[config.mk]
export PLATFORM = sky130hd
export DESIGN_NAME = alu_nbit_seq
export DESIGN_NICKNAME = d
export VERILOG_FILES = /design/src/rtl/alu_nbit_seq_pkg.sv /design/src/rtl/alu_nbit_seq_slice.sv /design/src/rtl/alu_nbit_seq.sv
export SDC_FILE = /design/constraint.sdc
export NUM_CORES = 1
export LEC_CHECK = 0
export ABC_CLOCK_PERIOD_IN_PS = 2500
export CAP_MARGIN = 0
export CORE_UTILIZATION = 50
export CTS_CLUSTER_SIZE = 8
export DETAILED_ROUTE_END_ITERATION = 8
export DONT_BUFFER_PORTS = 1
export PLACE_DENSITY_LB_ADDON = 0.25
export SYNTH_ARGS = -nofsm -noshare
export SYNTH_HDL_FRONTEND = slang
export SYNTH_SLANG_ARGS = --single-unit
[constraint.sdc]
create_clock -name clk -period 2.5 [get_ports clk]
set_input_delay 0.25 -clock clk [delete_from_list [all_inputs] [get_ports clk]]
set_output_delay 0.25 -clock clk [all_outputs]
set_load 0.01 [all_outputs]
[src/rtl/alu_nbit_seq_pkg.sv]
`default_nettype none
// ============================================================================
//  Module   : alu_nbit_seq_pkg
//  Purpose  : Shared select codes, flag reset values and FSM state type for
//             the multi-cycle bit-sliced 74181-style ALU.
//  Revision : 1.0  initial release
// ============================================================================
package alu_nbit_seq_pkg;

  // Commonly used 74181 function selects (the m bit is noted where relevant)
  localparam logic [3:0] S_ADD  = 4'b1001;  // m=0: A plus B
  localparam logic [3:0] S_SUB  = 4'b0110;  // m=0: A minus B minus 1 (cin=0 gives A-B)
  localparam logic [3:0] S_XOR  = 4'b0110;  // m=1: A xor B
  localparam logic [3:0] S_AND  = 4'b1011;  // m=1: A and B
  localparam logic [3:0] S_NOTA = 4'b0000;  // m=1: not A

  // Output flag values after reset (cout uses active-low carry polarity)
  localparam logic COUT_RST = 1'b1;
  localparam logic P_RST    = 1'b0;
  localparam logic G_RST    = 1'b0;
  localparam logic ZERO_RST = 1'b1;

  typedef enum logic [0:0] {
    ST_IDLE = 1'b0,
    ST_RUN  = 1'b1
  } state_t;

endpackage
`default_nettype wire

[src/rtl/alu_nbit_seq_slice.sv]
`default_nettype none
// ============================================================================
//  Module   : alu_nbit_seq_slice
//  Purpose  : One 4-bit 74181-style ALU slice. Carries are handled
//             active-high here; the top converts to/from 74181 polarity.
//  Revision : 1.0  initial release
// ============================================================================
module alu_nbit_seq_slice (
  input  logic [3:0] a,
  input  logic [3:0] b,
  input  logic [3:0] s,
  input  logic       m,
  input  logic       c_in,
  output logic [3:0] f,
  output logic       c_out,
  output logic       p,
  output logic       g
);

  logic [3:0] u;
  logic [3:0] v;
  logic [4:0] c;

  // Function is u + v + carry; v is always a subset of u, so u doubles as propagate
  always_comb begin
    u    = a | (b & {4{s[0]}}) | (~b & {4{s[1]}});
    v    = (a & ~b & {4{s[2]}}) | (a & b & {4{s[3]}});
    c    = '0;
    c[0] = c_in;
    for (int i = 0; i < 4; i++) begin
      c[i+1] = v[i] | (u[i] & c[i]);
    end
    f     = m ? ~(u ^ v) : (u ^ v ^ c[3:0]);
    p     = &u;
    g     = v[3] | (u[3] & v[2]) | (u[3] & u[2] & v[1]) | (u[3] & u[2] & u[1] & v[0]);
    c_out = c[4];
  end

endmodule
`default_nettype wire

[src/rtl/alu_nbit_seq.sv]
`default_nettype none
// ============================================================================
//  Module   : alu_nbit_seq
//  Purpose  : WIDTH-generic multi-cycle 74181 ALU. SPC 4-bit slices are
//             evaluated per clock; inter-slice carry and group P/G are held
//             in registers between cycles.
//  Revision : 1.0  initial release
// ============================================================================
module alu_nbit_seq
  import alu_nbit_seq_pkg::*;
#(
  parameter int WIDTH = 32,   // multiple of 4, >= 8
  parameter int SPC   = 1     // must divide WIDTH/4
) (
  input  logic             clk,
  input  logic             rst,
  input  logic             start,
  input  logic [WIDTH-1:0] a,
  input  logic [WIDTH-1:0] b,
  input  logic [3:0]       s,
  input  logic             m,
  input  logic             cin,
  output logic             busy,
  output logic             done,
  output logic [WIDTH-1:0] o,
  output logic             cout,
  output logic             p,
  output logic             g,
  output logic             zero
);

  localparam int NSL  = WIDTH / 4;
  localparam int IDXW = $clog2(NSL);
  localparam int GW   = 4 * SPC;
  localparam logic [WIDTH-1:0] GRP_MASK = WIDTH'({GW{1'b1}});

  state_t           state;
  logic [IDXW-1:0]  idx;
  logic [WIDTH-1:0] a_r;
  logic [WIDTH-1:0] b_r;
  logic [3:0]       s_r;
  logic             m_r;
  logic             carry_r;   // 74181 polarity: 1 = no carry
  logic             p_acc;
  logic             g_acc;

  logic [GW-1:0]    f_grp;
  logic [SPC-1:0]   p_sl;
  logic [SPC-1:0]   g_sl;
  logic             c_top;
  logic [IDXW+1:0]  shamt;
  logic [WIDTH-1:0] o_nx;
  logic             p_nx;
  logic             g_nx;
  logic             last;

  // Latched operands are shifted down each cycle, so the slices always read the low GW bits
  for (genvar k = 0; k < SPC; k++) begin : g_slice
    logic c_in_k;
    logic c_out_k;
    if (k == 0) begin : g_first
      assign c_in_k = ~carry_r;
    end else begin : g_chain
      assign c_in_k = g_slice[k-1].c_out_k;
    end
    alu_nbit_seq_slice u_slice (
      .a     (a_r[4*k +: 4]),
      .b     (b_r[4*k +: 4]),
      .s     (s_r),
      .m     (m_r),
      .c_in  (c_in_k),
      .f     (f_grp[4*k +: 4]),
      .c_out (c_out_k),
      .p     (p_sl[k]),
      .g     (g_sl[k])
    );
  end

  assign c_top = g_slice[SPC-1].c_out_k;
  assign shamt = {idx, 2'b00};
  assign last  = ({1'b0, idx} + (IDXW+1)'(SPC)) == (IDXW+1)'(NSL);

  // Merge this cycle's nibbles into o and fold slice P/G into the word accumulators low-to-high
  always_comb begin
    o_nx = (o & ~(GRP_MASK << shamt)) | (WIDTH'(f_grp) << shamt);
    p_nx = p_acc;
    g_nx = g_acc;
    for (int k = 0; k < SPC; k++) begin
      p_nx = p_nx & p_sl[k];
      g_nx = g_sl[k] | (p_sl[k] & g_nx);
    end
  end

  // Control FSM: accept an op, step the slice window, publish final flags on the last group
  always_ff @(posedge clk) begin
    if (rst) begin
      state   <= ST_IDLE;
      idx     <= '0;
      a_r     <= '0;
      b_r     <= '0;
      s_r     <= '0;
      m_r     <= 1'b0;
      carry_r <= COUT_RST;
      p_acc   <= 1'b0;
      g_acc   <= 1'b0;
      busy    <= 1'b0;
      done    <= 1'b0;
      o       <= '0;
      cout    <= COUT_RST;
      p       <= P_RST;
      g       <= G_RST;
      zero    <= ZERO_RST;
    end else begin
      done <= 1'b0;
      case (state)
        ST_IDLE: begin
          if (start) begin
            a_r     <= a;
            b_r     <= b;
            s_r     <= s;
            m_r     <= m;
            carry_r <= cin;
            p_acc   <= 1'b1;
            g_acc   <= 1'b0;
            idx     <= '0;
            busy    <= 1'b1;
            state   <= ST_RUN;
          end
        end
        ST_RUN: begin
          o       <= o_nx;
          a_r     <= a_r >> GW;
          b_r     <= b_r >> GW;
          carry_r <= ~c_top;
          p_acc   <= p_nx;
          g_acc   <= g_nx;
          if (last) begin
            idx   <= '0;
            busy  <= 1'b0;
            done  <= 1'b1;
            cout  <= ~c_top;
            p     <= p_nx;
            g     <= g_nx;
            zero  <= (o_nx == '0);
            state <= ST_IDLE;
          end else begin
            idx <= idx + IDXW'(SPC);
          end
        end
        default: state <= ST_IDLE;
      endcase
    end
  end

endmodule
`default_nettype wire
---- Word level (Yosys, flattened, before mapping) ----
Index checks and enable logic that the tools add are counted.
word-level totals
  flip-flop bits (word level) ............. 114
  input port bits ......................... 73
  output and inout port bits .............. 38
  logic and storage cells ................. 87
cells by class
  add/subtract/negate cells ............... 2
  eq/ne operators ......................... 3
  shift-type cells ........................ 2
  muxes and demuxes ....................... 20
  bitwise operators ....................... 38
  reductions and logical operators ........ 6
operators with widths
  kind                    count
  $pmux W32 S2            2
  $mux W32                2
  $and A32 B32 Y32        1
  $logic_not A32 Y1       1
  $not A32 Y32            1
  $or A32 B32 Y32         1
  $shl A4 B5 Y32          1
  $shl A4 B5 Y32 const A  1
  $and A4 B4 Y4           6
  $or A4 B4 Y4            3
  $and A1 B1 Y1           11
  $pmux W1 S2             5
  $not A4 Y4              2
  $or A1 B1 Y1            8
  $xor A4 B4 Y4           2
  $mux W1                 7
  $mux W3                 2
  $pmux W3 S2             1
  $reduce_and A2 Y1       3
  $add A3 B1 Y4 const B   1
  $eq A4 B4 Y1 const B    1
  $mux W4                 1
  $reduce_and A4 Y1       1
  $add A3 B1 Y3 const B   1
  other kinds (4)         6

---- Logic depth before layout (Yosys ltp) ----
  depth in word-level cells ............... 14
  mapped depth ............................ 9
  depth with buffers taken out ............ 8

---- Modules after synthesis ----
A second synthesis with hierarchy kept.
unflattened totals
  cell total of the unflattened synthesis .. 638
  area total of the unflattened synthesis .. 5405.2 µm²
modules (own cells, without submodules)
  module              times used  cells each  area each (µm²)  sequential area each (µm²)
  alu_nbit_seq        1           594         5096.1           2282.2
  alu_nbit_seq_slice  1           44          309.0            0.0

---- Least setup slack after synthesis ----
Ideal clock, no wire load.
  path kind ............................... flip-flop to flip-flop
  start ................................... register idx[0]
  end ..................................... register zero
  setup time .............................. 0.084 ns
  arrival ................................. 2.020 ns
  data required time ...................... 2.416 ns
  path slack .............................. 0.396 ns
  stages on the path, launching flop included .. 10
  buffers on the path ..................... 1
  clock period less this slack ............ 2.104 ns
  cells stage by stage .................... dfxtp_1 -> clkbuf_1 -> inv_1 -> ha_1 -> nand2_1 -> a21o_1 -> o21ai_0 -> nand4_1 -> or4_1 -> o31ai_2
between the ends
  word-level cells in the longest chain between the ends .. 5
  elaborated cells on any way between the ends .. 9
  classes of those cells .................. add/sub: 1; eq/ne: 1; shift: 2; bitwise: 3; reduce/logical: 2
RTL lines
  item                      RTL line             RTL
  start: declaration        alu_nbit_seq.sv:38   logic [IDXW-1:0] idx;
  start signal: assignment  alu_nbit_seq.sv:147  idx <= idx + IDXW'(SPC);
  $shl A4 B5 Y32            alu_nbit_seq.sv:85   o_nx = (o & ~(GRP_MASK << shamt)) | (WIDTH'(f_grp) << shamt);
  $not A32 Y32              alu_nbit_seq.sv:85
  $and A32 B32 Y32          alu_nbit_seq.sv:85
  $or A32 B32 Y32           alu_nbit_seq.sv:85
  $logic_not A32 Y1         alu_nbit_seq.sv:144  zero <= (o_nx == '0);
  end signal: assignment    alu_nbit_seq.sv:144
  end: declaration          alu_nbit_seq.sv:29   output logic zero
Parallel ways exist; a longest one is shown, timed or not.
A chain may end at the register's enable or synchronous reset.

---- Worst setup path in the final report ----
  start ................................... register b_r[0]
  end ..................................... register o[18]
between the ends
  word-level cells in the longest chain between the ends .. 11
  elaborated cells on any way between the ends .. 18
  classes of those cells .................. shift: 1; mux: 1; bitwise: 16
RTL lines
  item                                           RTL line                                            RTL
  start: declaration                             alu_nbit_seq.sv:40                                  logic [WIDTH-1:0] b_r;
  start signal: assignment                       alu_nbit_seq.sv:133                                 b_r <= b_r >> GW;
  $and A4 B4 Y4 or $not A4 Y4 (tied branches)    alu_nbit_seq_slice.sv:26, alu_nbit_seq_slice.sv:27
  $or A4 B4 Y4, or another cell as far along     alu_nbit_seq_slice.sv:26                            u = a | (b & {4{s[0]}}) | (~b & {4{s[1]}});
  $or A4 B4 Y4 or $and A4 B4 Y4 (tied branches)  alu_nbit_seq_slice.sv:26, alu_nbit_seq_slice.sv:27
  $and A1 B1 Y1 or $or A4 B4 Y4 (tied branches)  alu_nbit_seq_slice.sv:31, alu_nbit_seq_slice.sv:27
  $or A1 B1 Y1 (*)                               alu_nbit_seq_slice.sv:31                            c[i+1] = v[i] | (u[i] & c[i]);
  $and A1 B1 Y1 (*)                              alu_nbit_seq_slice.sv:31
  $or A1 B1 Y1 (*)                               alu_nbit_seq_slice.sv:31
  $xor A4 B4 Y4 (*)                              alu_nbit_seq_slice.sv:33                            f = m ? ~(u ^ v) : (u ^ v ^ c[3:0]);
  $mux W4 (*)                                    alu_nbit_seq_slice.sv:33
  $shl A4 B5 Y32 (*)                             alu_nbit_seq.sv:85
  $or A32 B32 Y32 (*)                            alu_nbit_seq.sv:85
  end signal: assignment                         alu_nbit_seq.sv:131                                 o <= o_nx;
  end: declaration                               alu_nbit_seq.sv:25                                  output logic [WIDTH-1:0] o,
Every way passes the cells marked *; elsewhere a longest branch is shown, timed or not.

==> out/qor.yml <==
firstDrtPassIters: 6
core-area_sq_um: 10300
r2r_slack_ps: 180
post-route-period-util: 0.930
antenna_cells: 0
core.rowCount: 37
insertion_delay_ps: 520
power_uw: 4980
htreeDepth: 4
wl_per_cell_um: 16.7
routed_via_density: 5.69
clk_pin_slew_ps: 50
avgSynthCellArea_sq_um: 8.27
place.gp.congestion: 0.923
synth_nets: 723
finalSetupTns_ps: 0
grt_first_pass_wirelength_um: 22300
hp-class: "input pin to flop"
detailedRoute.firstIterationViolations: 311
finalNonFillerCells: 815
fp.dieArea_sq_um: 11100
overflow: 0
setup_viol: 0
root_buffer: "clkbuf_8"
place_hpwl_um: 8720
cts_buffer_depth: 2
fillers: 866
numCtsBuffers: 17
synthTopCellsByArea: "dfxtp_1 (43%), mux2i_1 (13%), nor2_1 (11%), a21oi_1 (7.5%), clkbuf_1 (2.3%)"
post-synth-top-area-fraction: 0.428
outcome: "complete, no violations"
synth_edf_count: 0
port-buffer-count: 0
critPathMaxStageDelay_ps: 420
layout.nets: 745
drive_gt1_frac: 0.0884
endpoint_kind: "flop"
hp-start: "b[2]"
path_class: "flop to flop"
synth_ff_type: "dfxtp_1"
cp_cell_sequence: "mux2_4, a21boi_1, o31ai_2, xnor2_1, nand3b_1, buf_4, o21ai_0"
die_h_um: 105
layout_min_cycle_time_ps: 2320
initial_core_util: 0.516
max_freq_mhz: 430
cts.sink_count: 114
dp.cells: 749
grt_pass1_vias: 4541
slowest_stage: "dfxtp_1"
cp_max_fo: 6
irDropWorstVdd_mv: 0.463
post_cts.repair.setup_buffers: 0
start_kind: "flop"
yosysUniqueCellTypes: 54
boundaryPins: 111
worst_ep_arrival_time_ps: 2730
maxSlewViolCount: 0
r2r_start: "b_r[0]"
worst_pin_slew_ps: 830
fp.dieW_um: 105
finClkSkew_ps: 7.68
cp-startpoint: "b_r[0]"
rsz0062_at_grt: "false"
cts_tree: "yes"
powerDensity_nw_per_um2: 775
antenna_found_initial: 0
antenna_left: 0
synth_common_cells: "nor2_1 (159), dfxtp_1 (114), a21oi_1 (80)"
rr_worst_depth: 7
grt_max_degree: 106
holdPathStages: 4
p_leak_uw: 0.00260
syn_area_sq_um: 5330
drc: 0
ys_seq_area_frac: 0.428
vias: 4640
worstPathRequired_ps: 2910
drt-total-wl_um: 13600
hold_end: "b_r[2]"
yosysTopAreaCell: "dfxtp_1"
yosysWarnings: 0
synthCells: 644
synth.most_common_cell: "nor2_1"
area_growth_pct: 20.5
synthArstFlopShare: 0
max-slew-margin-rel: 0.445
reg2reg_to: "o[18]"
groute.usage.overall: 0.256
cap_viol_max_count: 0
ys_ff_latch: 114
hold_viol_final: 0
==> layout make-up <==
class / count / area [sq um] / area share
multi-input combinational: 478 / 2850 / 0.444
clock buffer: 23 / 508 / 0.0791
clock inverter: 9 / 123 / 0.0191
inverter: 9 / 33.8 / 0.00526
sequential: 114 / 2290 / 0.356
tap: 136 / 170 / 0.0265
timing repair buffer: 46 / 452 / 0.0703
==> repair_timing <==
item                                   CTS  global route
endpoints found under the hold margin  113             0
setup endpoints to repair                0             1
gates resized for setup                  0             1
hold buffers                            34             0
==> registers in the layout, summed over array words and instances, names as in the netlist, 3 cells and up <==
name and cells:
o 32, s_r 4, idx 3, b_r 32, a_r 32
==> layer usage <==
metal | part of all wire | global-route usage
met1 | 0.43 | 0.307
met2 | 0.47 | 0.424
met3 | 0.074 | 0.0792
met4 | 0.022 | 0.104
met5 | 0 | 0
==> worst max path at each step <==
stage	end	slack [ps]	cells after the start
floorplan	zero	400	9
finish	o[18]	180	7
global route	zero	70	8
detailed placement	o[18]	260	7
CTS	a_r[16]	150	6
global placement	zero	320	8
==> per-stage QoR <==
stage | utilization | cell area [sq um] | hold WS (ps) | setup WS [ps]
after global placement | 0.526 | 5430 | 329 | 323
after detailed placement | 0.526 | 5430 | 328 | 256
final | 0.622 | 6420 | 10.0 | 176
after global routing | 0.622 | 6420 | 6.74 | 65.2
after CTS | 0.622 | 6420 | 0.198 | 152
after floorplan | - | 5330 | 386 | 396
==> worst max-delay path: cells and delay by family, from the launching register on <==
kind / cells / cell delay, ps
DFF: 1 / 420
buffers and inverters: 1 / 230
muxes: 1 / 350
and+or+nand+nor: 1 / 290
AOI/OAI and AO/OA: 3 / 660
xor gates and xnor gates: 1 / 260
==> cells in the final DEF (no fill, tap or decap), types with 2 or more instances in the layout <==
cell           instances
nor2b_1                7
nor3_1                12
nand3_1                6
nand2b_1               5
and2_1                 2
clkbuf_16             17
buf_4                 11
o31ai_2                2
and3_1                 2
a32oi_1                6
bufinv_16              3
or4_1                  3
a211oi_1               2
ha_1                   6
dfxtp_1              113
clkinv_2               5
mux2_4                 2
mux2_2                 2
xnor2_1                2
dlygate4sd3_1         33
inv_1                  9
a21boi_0               4
nor2_1               159
o31ai_1                7
clkbuf_8               6
mux2i_1               71
o22ai_1                2
nor4_1                 4
a21oi_1               80
nand3b_1              10
nand2_1               31
or3_1                  6
o41ai_1                2
o21ai_0               11
a22oi_1               10
==> kinds of logic after synthesis <==
group                      Yosys count  synth area share
buffers and inverters               52            0.0371
DFF                                114             0.428
adders and majority gates            6            0.0141
and+or+nand+nor                    252             0.206
xor gates and xnor gates             3           0.00493
AOI/OAI and AO/OA                  141             0.164
muxes                               76             0.145
==> report_power, final <==
group	internal (uW)	total [uW]	switching, uW
logic	214	487	273
clock network	1700	2520	819
registers	1900	1970	72.4
total	3810	4980	1170
Note: power is estimated with default switching activity, not from simulation.
